File: src/rtl/reload_down_counter.sv
// reload_down_counter: N-bit down counter with reload register, one-shot/auto-reload and tc pulse.
// Optional prescaler enabled by defining RELOAD_DOWN_COUNTER_PRESCALE_EN.
module reload_down_counter #(
    parameter int N = 10
`ifdef RELOAD_DOWN_COUNTER_PRESCALE_EN
    , parameter int PRESCALE_W = 8
`endif
) (
    input  logic                  clk,
    input  logic                  reset,
    input  logic                  load_en,
    input  logic [N-1:0]          load_val,
    input  logic                  start,
    input  logic                  stop,
    input  logic                  auto_reload,
`ifdef RELOAD_DOWN_COUNTER_PRESCALE_EN
    input  logic [PRESCALE_W-1:0] prescale_div,
`endif
    output logic [N-1:0]          count,
    output logic                  tc,
    output logic                  busy,
    output logic                  done
);
    typedef enum logic [1:0] {IDLE, RUN, DONE} state_t;
    state_t state_q, state_d;
    logic [N-1:0] count_q, count_d, reload_q, reload_d, r_new;
    logic tc_q, tc_d, busy_q, busy_d, done_q, done_d, tick;
`ifdef RELOAD_DOWN_COUNTER_PRESCALE_EN
    logic [PRESCALE_W-1:0] pre_q, pre_d;
    assign tick  = pre_q == prescale_div;
    assign pre_d = (state_q != RUN || stop || start || tick) ? '0 : pre_q + 1'b1;
`else
    assign tick = 1'b1;
`endif
    always_comb begin
        r_new    = load_en ? load_val : reload_q;
        reload_d = r_new;
        state_d  = state_q;
        count_d  = count_q;
        tc_d     = 1'b0;
        if (state_q == RUN) begin
            if (stop) state_d = IDLE;
            else if (start) count_d = r_new;
            else if (tick) begin
                // a load in this same cycle only affects later reloads
                if (count_q != '0) count_d = count_q - 1'b1;
                else begin
                    tc_d    = 1'b1;
                    count_d = auto_reload ? reload_q : '0;
                    state_d = auto_reload ? RUN : DONE;
                end
            end
        end else if (stop) state_d = IDLE;
        else if (start) begin
            count_d = r_new;
            state_d = RUN;
        end else if (load_en) count_d = load_val;
        busy_d = state_d == RUN;
        done_d = state_d == DONE;
    end
    always_ff @(posedge clk or negedge reset) begin
        if (!reset) begin
            state_q  <= IDLE;
            count_q  <= '0;
            reload_q <= '0;
            tc_q     <= 1'b0;
            busy_q   <= 1'b0;
            done_q   <= 1'b0;
`ifdef RELOAD_DOWN_COUNTER_PRESCALE_EN
            pre_q    <= '0;
`endif
        end else begin
            state_q  <= state_d;
            count_q  <= count_d;
            reload_q <= reload_d;
            tc_q     <= tc_d;
            busy_q   <= busy_d;
            done_q   <= done_d;
`ifdef RELOAD_DOWN_COUNTER_PRESCALE_EN
            pre_q    <= pre_d;
`endif
        end
    end
    assign count = count_q;
    assign tc    = tc_q;
    assign busy  = busy_q;
    assign done  = done_q;
endmodule

File: config.mk
export PLATFORM = sky130hd
export DESIGN_NAME = reload_down_counter
export DESIGN_NICKNAME = d
export VERILOG_FILES = /design/src/rtl/reload_down_counter.sv
export SDC_FILE = /design/constraint.sdc
export NUM_CORES = 1
export LEC_CHECK = 0
export BUFFER_PORTS_ARGS = -buffer_cell sky130_fd_sc_hd__buf_2
export CORE_MARGIN = 4
export CORE_UTILIZATION = 38
export CTS_CLUSTER_SIZE = 40
export DETAILED_ROUTE_END_ITERATION = 10
export HOLD_SLACK_MARGIN = 0.02
export RECOVER_POWER = 25
export SYNTH_ARGS = -nofsm -noshare
export SYNTH_HDL_FRONTEND = slang
export SYNTH_SLANG_ARGS = --single-unit
export TNS_END_PERCENT = 20
File: constraint.sdc
create_clock -name clk -period 2 [get_ports clk]
set_input_delay 0.5 -clock clk [delete_from_list [all_inputs] [get_ports clk]]
set_output_delay 0.5 -clock clk [all_outputs]
set_load 0.05 [all_outputs]
Word-level counts from Yosys, hierarchy flattened
Index checks and enable logic that the tools add are counted.
Storage, ports and cells
  word-level logic and storage cells: 34
  output and inout bits: 13
  flip-flop bits (word level): 25
Cells by class
  multiplexer cells: 20
  bitwise gates (word level): 1
  reduce and logical (&&, ||, !) cells: 3
  add/subtract/negate cells: 1
  equality and inequality tests: 3
Operators by type and width (count)
  $mux 10: 9
  $mux 2: 7
  $reduce_bool 10->1: 1
  $sub 10x1->10 const B: 1
  $eq 2x1->1 const B: 2
  $mux 1: 4
  $reduce_bool 3->1: 1
  $eq 2x2->1 const B: 1
  $reduce_and 2->1: 1
  $not 1->1: 1

Depth between registers and ports, before layout
Gate-level depths: netlist (run 1).
  depth after elaboration: 6
  depth in mapped cells: 8

Least setup slack after synthesis (run 1)
Ideal clock, no wire load.
  path kind: reg-to-reg
  from: reg count_q[0], in the netlist count[0]
  to: reg count_q[6], in the netlist count[6]
  setup slack: -0.087 ns
  clock period less this slack: 2.087 ns
  data arrival time: 1.936 ns
  stages on the path, launching flop included: 8
  data required time: 1.849 ns
  buffers on the path: 0
  library setup time: 0.151 ns
  cells stage by stage: dfrtp_1 inv_1 ha_1 or3b_2 o31ai_1 o21ai_0 a21oi_1 o221ai_1
On the way
  cells in the longest elaborated chain, start to end: 5
  elaborated cells between the ends (all ways): 6
Ends and longest elaborated chain
  start: declaration: RTL line 26  | logic [N-1:0] count_q, count_d, reload_q, reload_d, r_new;
  start signal: assignment: RTL line 74  | count_q <= count_d;
  $sub 10x1->10 or $reduce_bool 10->1 (tied branches): RTL line 46  | if (count_q != '0) count_d = count_q - 1'b1;
  $mux 10 (*): RTL line 46
  $mux 10 (*): RTL line 43  | else if (start) count_d = r_new;
  $mux 10 (*): RTL line 42  | if (stop) state_d = IDLE;
  $mux 10 (*): RTL line 41  | if (state_q == RUN) begin
Every way passes the cells marked *; elsewhere a longest branch is shown, timed or not. The select of a mux whose other input is x is not followed.
A chain may end at the register's enable or synchronous reset.

Worst setup path after layout (run 1)
Ends and elaborated chain as after synthesis.

==> out/results.tsv, run 1 <==
metric	value	unit
IO Pins	29	
Synth area leaders	dfrtp_1, o21ai_0, mux2_2	
Psw	609	µW
Net Count, Synth	183	
Power Density	863	mW/mm²
Core Area	0.00374	mm²
Yosys reg bits	25	
Post-Synth XOR/XNOR Area	1.75	%
simple-gate portion of the synthesized area	21.7	%
Syn Area/Cell	9.10	µm²
cell taking the most area after synthesis	dfrtp_1	
worst path required time	2140	ps
Worst Tran Pin Value	1380	ps
Final period util	96.6	%
num rows	22	
largest net degree at the start of global routing	26	
final max-slew violation count	0	
status	completed	
Ys Warns	0	
Max Freq	517	MHz
Slew HR	7.73	%
Netlist cell types	42	
RSZ-0062 raised after global routing	false	
height of the chip	70.9	µm
Total Wirelength	4060	µm
clock power share	20.1	%
Internal	918	µW
ratio of cells with drive above 1 in the final layout	27.6	%
number of port buffers	28	
Yosys top cell area share	41.7	%
vias in the first global route	1401	
Final Skew	9.09	ps
Compound-Gate Fraction of Synth Area	23.7	%
Leak Pwr	0.000778	µW
class of the worst hold path	primary input to flip-flop	
worst skew pair latency	270	ps
detailed-route wire length per cell	16.6	µm
Die ar.	0.00502	mm²
Synth-to-Final Area Change	17.8	%
sequential share of the synthesized area	41.7	%
placed instance count	239	
non-filler instance count after layout	244	
final setup violation count	0	
DRT antenna net count	0	
Pre-antenna DRT Iters	4	
Cell Area, Synth	0.00150	mm²
ANT cells	0	
Tmin final	1930	ps
Inserted Clock Buffers	3	
Synth async-reset ratio	100	%
CTS tree	built	
worst-case clock buffer depth	2	
final hold viol count	0	
largest family of logic cells by synthesized area	compound AO/OA/AOI/OAI gates	
H-tree level count	1	
initial core utilization	40.1	%
post-route cell area	0.00177	mm²
# hold bufs at CTS	0	
most frequent cells in the layout	buf_2, dfrtp_1, nor2_1, nand2_1, o21ai_0	
TritonCTS Sinks	25	
Final GP Congestion	0.815	
Sw Ratio	39.9	%
CP Capture Type	flip-flop	
first-pass GRT wire length	6840	µm
Post-Place Cell Area	0.00170	mm²
Vias/cell	5.59	
total track usage	16.8	%
Die Span X	70.9	µm
detailed-route via count	1363	
DRC viols	0	
DRT iter0 DRCs	78	
EDFF count, synth	0	
root buf cell	clkbuf_8	
combinational power share	37.8	%
Top FF cell, synth	dfrtp_1	
r2r setup slk	70	ps
sequential power share	42.1	%
CP Class	flip-flop to flip-flop	
clock-pin slew of the registers on the worst-case setup and hold paths	100	ps
initial antenna violation count	0	
Fill cells	398	
CP Launch Type	flip-flop	
most common cell after layout, fill and taps aside	buf_2	
Critical Path AT	2070	ps
total gr overflow	0	
maxcap violations	0	
post-synthesis mux area share	3.75	%
Final Power	1530	µW
setup TNS	0	ps
crit-path max FO	3	
nets@finish	215	
worst vdd ir	474	µV
Post-Synthesis Cells	165	
detailed placement HPWL	2970	µm
Synth Area in Adders	1.67	%
## power groups by stage
stage	Combinational [µW]	Sequential [µW]	Clock, µW
2_1_floorplan	269	786	0
3_3_place_gp	563	648	0
3_5_place_dp	573	652	0
4_1_cts	575	642	311
5_1_grt	628	653	336
6_report	576	643	307
## Yosys cell counts (all sizes together), types with 5 or more instances
library cell,instances
dfrtp,25
nor2,15
nand2,14
o21ai,14
a21oi,11
inv,9
a31oi,6
clkbuf,6
o221ai,6
a22oi,5
mux2,5
nor3,5
## path summary, 6_finish.rpt
| check | start | endpoint | cells past startpoint |
|---|---|---|---|
| setup / recovery | count[0] | count[6] | 7 |
| hold / removal | stop | busy | 2 |
| setup reg to reg | count[0] | count[6] | 7 |
| hold reg to reg | reload_q[6] | reload_q[6] | 1 |
| max in group asynchronous | reset | count[0] | 1 |
| min in group asynchronous | reset | reload_q[7] | 1 |
## state kept, by name, summed over array words and instances, names as in the netlist
register and flops:
busy 1, count 10, done 1, reload_q 10, state_q 2, tc 1
## through the flow
| stage | worst slack (ps) | hold slack, ps | utilization (%) |
|---|---|---|---|
| after floorplan | 27.9 | 204 | - |
| after global placement | 132 | 505 | 45.5 |
| after detailed placement | 43.9 | 515 | 45.5 |
| after CTS | 22.2 | 250 | 46.7 |
| after global routing | 7.95 | 494 | 47.3 |
| final | 67.0 | 488 | 47.3 |
## layout make-up
| type | count | area, µm² | share of cell area [%] |
|---|---|---|---|
| clock buffer | 4 | 45.0 | 2.55 |
| inverter | 9 | 33.8 | 1.91 |
| multi-input combinational | 122 | 791 | 44.7 |
| sequential | 25 | 628 | 35.5 |
| tap | 48 | 60.1 | 3.39 |
| timing repair buffer | 36 | 211 | 12.0 |
## worst max-delay path, cell delays in order (launching register included)
cell,delay (ps)
dfrtp_2,410
inv_1,100
ha_2,210
or3b_2,490
o31ai_1,190
o21ai_0,120
a21oi_1,150
o221ai_1,130
## per-layer routing
layer | track usage (%) | part of all wire (%)
met5 | 0 | 0
met4 | 3.13 | 0.44
met3 | 2.98 | 3.5
met2 | 28.2 | 48
met1 | 22.7 | 48
## cells by family (layout without fill, tap and decap cells)
family / count (synthesis) / count (layout)
muxes: 5 / 5
buffers and inverters: 18 / 49
AOI/OAI and AO/OA: 54 / 54
xor gates and xnor gates: 3 / 3
adders and majority gates: 2 / 2
DFF: 25 / 25
and+or+nand+nor: 58 / 58
## repair_timing
item / in CTS / in global routing
buffers inserted: 0 / 1
gates resized for setup: 0 / 2
setup endpoints to repair: 0 / 4
Power figures use the tool's default switching activity.
==> inputs of run 2 (changes only) <==
--- a/config.mk
+++ b/config.mk
@@ -7,7 +7,7 @@
 export LEC_CHECK = 0
 export BUFFER_PORTS_ARGS = -buffer_cell sky130_fd_sc_hd__buf_2
 export CORE_MARGIN = 4
-export CORE_UTILIZATION = 38
+export CORE_UTILIZATION = 37
 export CTS_CLUSTER_SIZE = 40
 export DETAILED_ROUTE_END_ITERATION = 10
 export HOLD_SLACK_MARGIN = 0.02
==> run 2 against run 1 <==
  * Non-clock buffer count did not move
  * Routed wire length increased by 1.6%
  * Final cell count did not move
  * Via count grew 4.1%
  * Clock skew shrank 7.2 ps
  * Flip-flop and latch count is the same
  * First-iteration DRC count rose by 88%
  * Largest cell class unchanged
  * Setup slack improved by 57 ps
  * Largest power group unchanged
==> out/results.tsv, run 2 (synthesis results as in run 1) <==
metric	value	unit	change
setup TNS	0	ps	unchanged
detailed placement HPWL	2960	µm	-0.56%
root buf cell	clkbuf_8		
height of the chip	71.7	µm	+1.2%
Final GP Congestion	0.842		+3.3%
worst-case clock buffer depth	2		unchanged
initial core utilization	39.5	%	-0.58 points
Leak Pwr	0.000778	µW	about the same
Crit path largest cell delay	440	ps	-50 ps
Final Skew	1.88	ps	-7.21 ps
Pre-antenna DRT Iters	4		unchanged
WHS Path Cells	2		unchanged
Critical Path AT	2040	ps	-30 ps
number of port buffers	28		unchanged
most common cell after layout, fill and taps aside	buf_2		
ratio of cells with drive above 1 in the final layout	29.1	%	+1.5 points
Vias/cell	5.82		+4.1%
Tmin final	1880	ps	-57.3 ps
Max Freq	533	MHz	+3.1%
Hold Startpoint	stop		
clock-pin slew of the registers on the worst-case setup and hold paths	90	ps	about the same
Worst Tran Pin Value	1440	ps	+55.9 ps
CP Launch Type	flip-flop		
worst skew pair latency	270	ps	about the same
DRT iter0 DRCs	147		+88%
Synth-to-Final Area Change	17.9	%	about the same
detailed-route wire length per cell	16.9	µm	+1.6%
Final period util	93.8	%	-2.9 points
detailed-route via count	1419		+4.1%
maxcap violations	0		unchanged
Util after Layout	46.6	%	-0.65 points
CP Class	flip-flop to flip-flop		
largest net degree at the start of global routing	26		unchanged
Crit-path slowest cell	dfrtp_2		
total gr overflow	0		unchanged
final setup violation count	0		unchanged
RSZ-0062 raised after global routing	true		
ANT cells	0		unchanged
Inserted Clock Buffers	3		unchanged
Fin Hold WS	464	ps	-23.5 ps
Die Span X	71.7	µm	+1.2%
TritonCTS Sinks	25		unchanged
total track usage	17.0	%	+0.21 points
Slew HR	4.01	%	-3.7 points
RR Startpoint	count[1]		
Die ar.	0.00514	mm²	+2.4%
CTS tree	built		
reg-to-reg endpoint	state_q[0]		
Sequential cell area	628	µm²	unchanged
Power Density	869	mW/mm²	+0.66%
first-pass GRT wire length	7020	µm	+2.6%
final max-slew violation count	0		unchanged
post-route cell area	0.00177	mm²	about the same
CP cell instances	inv_1 > ha_2 > nor4b_4 > buf_4 > nand3b_1 > o31ai_1 > a21oi_1		
initial antenna violation count	0		unchanged
class of the worst hold path	primary input to flip-flop		
Core Area	0.00380	mm²	+1.5%
nets@finish	215		unchanged
worst path required time	2160	ps	+20 ps
num rows	22		unchanged
DRT antenna net count	0		unchanged
Fill cells	389		-2.3%
final hold viol count	0		unchanged
IO Pins	29		unchanged
r2r setup slk	120	ps	+60 ps
most frequent cells in the layout	buf_2, dfrtp_1, nand2_1, nor2_1, o21ai_0		
Post-Place Cell Area	0.00171	mm²	+0.44%
status	completed		
Reg2Reg Depth	7		unchanged
crit-path max FO	6		+3
hold path endpoint	busy		
Multi-input gate area	803	µm²	+1.6%
vias in the first global route	1522		+8.6%
CP Capture Type	flip-flop		
Post-CTS Setup Repair Bufs	0		unchanged
worst vdd ir	316	µV	-33%
Total Wirelength	4120	µm	+1.6%
DRC viols	0		unchanged
H-tree level count	1		unchanged
## run 2: cell count changes in the layout (fill, tap and decap cells not counted), sizes merged
cell	before	now
clkbuf	5	4
clkinv	0	1
## run 2: area by class of cell
| type | instances | area share [%] |
|---|---|---|
| multi-input combinational | 122 | 45.4 |
| sequential | 25 | 35.5 |
| timing repair buffer | 36 | 11.2 |
| tap | 48 | 3.39 |
| clock buffer | 3 | 2.33 |
| inverter | 9 | 1.91 |
| clock inverter | 1 | 0.283 |
## run 2: worst max-delay path by stage
| stage | start | endpoint | slack (ps) | depth (start not counted) |
|---|---|---|---|---|
| after global routing | count[1] | count[0] | -4 | 7 |
| after CTS | count[1] | count[6] | 20 | 7 |
| final | count[1] | state_q[0] | 120 | 7 |
| after global placement | count[1] | count[6] | 130 | 7 |
| after floorplan | count[0] | count[6] | 30 | 7 |
| after detailed placement | count[1] | count[6] | 50 | 7 |
## run 2: report_power, final
group          internal (µW)  total (µW)  switching (µW)
Combinational            207         573             365
Sequential               567         652            85.2
Clock                    140         313             173
## run 2: what timing repair did
action | CTS | global route
resized for setup | 0 | 6
setup endpoints to repair | 0 | 6
hold buffers | 0 | 0
hold endpoints to repair | 0 | 0
## run 2: per-layer routing
layer  GRT usage (%)  part of all wire (%)
met4            7.10                   1.3
met3            3.79                   5.3
met1            22.1                    46
met5               0                     0
met2            27.0                    47
## run 2: worst max-delay path: cells and delay by family, from the launching register on
family,cells,cell delay [ps]
AO/OA/AOI/OAI,2,370
adder cells (fa/ha/maj),1,190
buffers and inverters,2,310
flip-flops,1,440
AND/OR/NAND/NOR,2,440
## run 2: stage by stage
step | instances | setup slack, ps | total power, µW
6_report | 244 | 124 | 1540
5_1_grt | 244 | -4.17 | 1630
4_1_cts | 244 | 24.6 | 1540
3_5_place_dp | 240 | 47.2 | 1220
3_3_place_gp | 240 | 127 | 1210
2_1_floorplan | 165 | 27.9 | 1050
==> inputs of run 3 (changes only) <==
--- a/config.mk
+++ b/config.mk
@@ -5,6 +5,7 @@
 export SDC_FILE = /design/constraint.sdc
 export NUM_CORES = 1
 export LEC_CHECK = 0
+export ABC_AREA = 1
 export BUFFER_PORTS_ARGS = -buffer_cell sky130_fd_sc_hd__buf_2
 export CORE_MARGIN = 4
 export CORE_UTILIZATION = 37
==> constraint.sdc (replaced) <==
create_clock -name clk -period 1.9 [get_ports clk]
set_input_delay 0.475 -clock clk [delete_from_list [all_inputs] [get_ports clk]]
set_output_delay 0.475 -clock clk [all_outputs]
set_load 0.05 [all_outputs]
==> run 3 against run 2 <==
  * Synthesized area is 10% higher
  * Fmax up 12%
  * Non-clock buffer count decreased by 4
  * Final cell count up 34%
  * Register-to-register slack gained 100 ps
  * Routed wire length is 4.5% higher
  * Setup slack better by 100 ps
==> out/results.tsv, run 3 <==
metric	value	unit	change
status	completed		
non-filler instance count after layout	327		+34%
Max Freq	598	MHz	+12%
Internal	903	µW	-1.2%
total track usage	17.1	%	+0.096 points
list of most frequent post-synthesis cells	nand2_1, dfrtp_1, nor2_1		
root buf cell	clkbuf_8		
Final period util	88.0	%	-5.8 points
Cell Area, Synth	0.00166	mm²	+10%
cell taking the most area after synthesis	dfrtp_1		
Crit-path slowest cell	dfrtp_1		
Top FF cell, synth	dfrtp_1		
CP Launch Type	flip-flop		
DRT antenna net count	0		unchanged
combinational power share	36.2	%	-1.0 points
vias in the first global route	1520		-0.13%
Post-Synthesis Cells	245		+48%
Die ar.	0.00561	mm²	+9.2%
initial core utilization	38.0	%	-1.5 points
Util after Layout	43.8	%	-2.8 points
detailed-route wire length per cell	13.2	µm	-22%
Psw	668	µW	+7.1%
largest net degree at the start of global routing	26		unchanged
Post-CTS Setup Repair Bufs	0		unchanged
ratio of cells with drive above 1 in the final layout	22.2	%	-6.9 points
EDFF count, synth	0		unchanged
Synth-to-Final Area Change	15.2	%	
IO Pins	29		unchanged
CP cell instances	inv_1 > ha_1 > nand3_4 > nor2_4 > nand2_4 > nor2_4 > nand2_1 > nand2_1 > nand2_1 > a21oi_2		
detailed-route via count	1614		+14%
setup TNS	0	ps	unchanged
Synth async-reset ratio	100	%	unchanged
worst-case clock buffer depth	2		unchanged
DRT iter0 DRCs	147		unchanged
Netlist cell types	25		-40%
Vias/cell	4.94		-15%
Yosys reg bits	25		unchanged
initial antenna violation count	0		unchanged
clock power share	22.1	%	+1.8 points
Crit path largest cell delay	410	ps	-30 ps
CP Class	flip-flop to flip-flop		
num rows	24		+9.1%
H-tree level count	1		unchanged
DRC viols	0		unchanged
TritonCTS Sinks	25		unchanged
most common cell after layout, fill and taps aside	nand2_1		
Leak Pwr	0.00100	µW	+29%
Yosys top cell area share	37.8	%	-3.9 points
placed instance count	323		+35%
final max-slew violation count	0		unchanged
count leader, synth	nand2_1		
Final GP Congestion	0.856		+1.7%
Core Area	0.00435	mm²	+15%
crit-path max FO	10		+4
Ys Warns	0		unchanged
worst vdd ir	284	µV	-10%
RSZ-0062 raised after global routing	false		
worst skew pair latency	280	ps	about the same
final hold viol count	0		unchanged
Total Wirelength	4310	µm	+4.5%
worst path required time	2120	ps	-40 ps
Final Power	1570	µW	+2.2%
final setup violation count	0		unchanged
Critical Path AT	1890	ps	-150 ps
delay-heaviest family, CP	simple AND/OR/NAND/NOR gates		
total gr overflow	0		unchanged
sum of buffers and inverters on the critical path	1		-1
post-route cell area	0.00191	mm²	+7.8%
height of the chip	74.9	µm	+4.5%
ANT cells	0		unchanged
sequential share of the synthesized area	37.8	%	-3.9 points
detailed placement HPWL	3140	µm	+6.0%
Post-CTS Resized	0		unchanged
first-pass GRT wire length	7360	µm	+4.8%
Sw Ratio	42.5	%	+2.0 points
Syn Area/Cell	6.76	µm²	-26%
clock-pin slew of the registers on the worst-case setup and hold paths	100	ps	about the same
Post-Place Cell Area	0.00186	mm²	+8.8%
Die Span X	74.9	µm	+4.5%
maxcap violations	0		unchanged
number of port buffers	28		unchanged
Crit path top cell by count	nand2_1		
# hold bufs at CTS	0		unchanged
Inserted Clock Buffers	3		unchanged
sequential power share	41.7	%	-0.7 points
CP Capture Type	flip-flop		
nets@finish	294		+37%
Net Count, Synth	263		+44%
Final Skew	4.21	ps	+2.33 ps
Slew HR	6.94	%	+2.9 points
Synth area leaders	dfrtp_1, nand2_1, nor2_1		
class of the worst hold path	primary input to flip-flop		
Power Density	823	mW/mm²	-5.2%
Pre-antenna DRT Iters	4		unchanged
most frequent cells in the layout	nand2_1, buf_2, dfrtp_1, nor2_1, a21oi_1		
Tmin final	1670	ps	-205 ps
Worst Tran Pin Value	1400	ps	-44.0 ps
CTS tree	built		
[run 3: layout make-up]
type,instances,area [µm²]
clock buffers,3,41.3
clock inverters,1,7.51
fillers,455,2450
inverters,20,77.6
multi-input cells,194,922
flip-flops and latches,25,626
well taps,52,65.1
repair buffers,32,169
[run 3: path summary, 6_finish.rpt]
| path | start | slack (ps) | cells past startpoint | to |
|---|---|---|---|---|
| setup / recovery | count[0] | 230 | 10 | count[6] |
| hold / removal | stop | 380 | 2 | state_q[0] |
| setup reg to reg | count[0] | 230 | 10 | count[6] |
| hold reg to reg | reload_q[5] | 510 | 2 | reload_q[5] |
| max in group asynchronous | reset | 590 | 1 | count[1] |
| min in group asynchronous | reset | 490 | 1 | reload_q[9] |
[run 3: power groups by stage]
| stage | combinational [µW] | clock (µW) | sequential, µW |
|---|---|---|---|
| final | 568 | 348 | 655 |
| after global routing | 641 | 380 | 666 |
| after CTS | 574 | 350 | 656 |
| after detailed placement | 572 | 0 | 666 |
| after global placement | 574 | 0 | 666 |
| after floorplan | 309 | 0 | 775 |
[run 3: cell families after synthesis]
| family | share of synthesized area, % |
|---|---|
| fa+ha+maj | 1.51 |
| simple gates | 40.1 |
| flops | 37.8 |
| buf+inv | 6.57 |
| compound gates | 13.0 |
| xor+xnor | 1.06 |
[run 3: routing by layer]
metal  share of wire (%)  vias to the layer above  GRT usage (%)  wire (µm)
met5                   0                        -              0          0
met4                0.88                        0           4.15         38
met3                 5.4                        4           2.67        232
met2                  46                       47           26.5       1980
met1                  48                      726           24.9       2060
li1                    -                      837              -          -
[run 3: per-stage QoR]
| stage | worst slack [ps] | hold WS (ps) |
|---|---|---|
| floorplan | 154 | 179 |
| global placement | 296 | 476 |
| detailed placement | 253 | 485 |
| CTS | 235 | 212 |
| global route | 52.4 | 385 |
| finish | 229 | 380 |
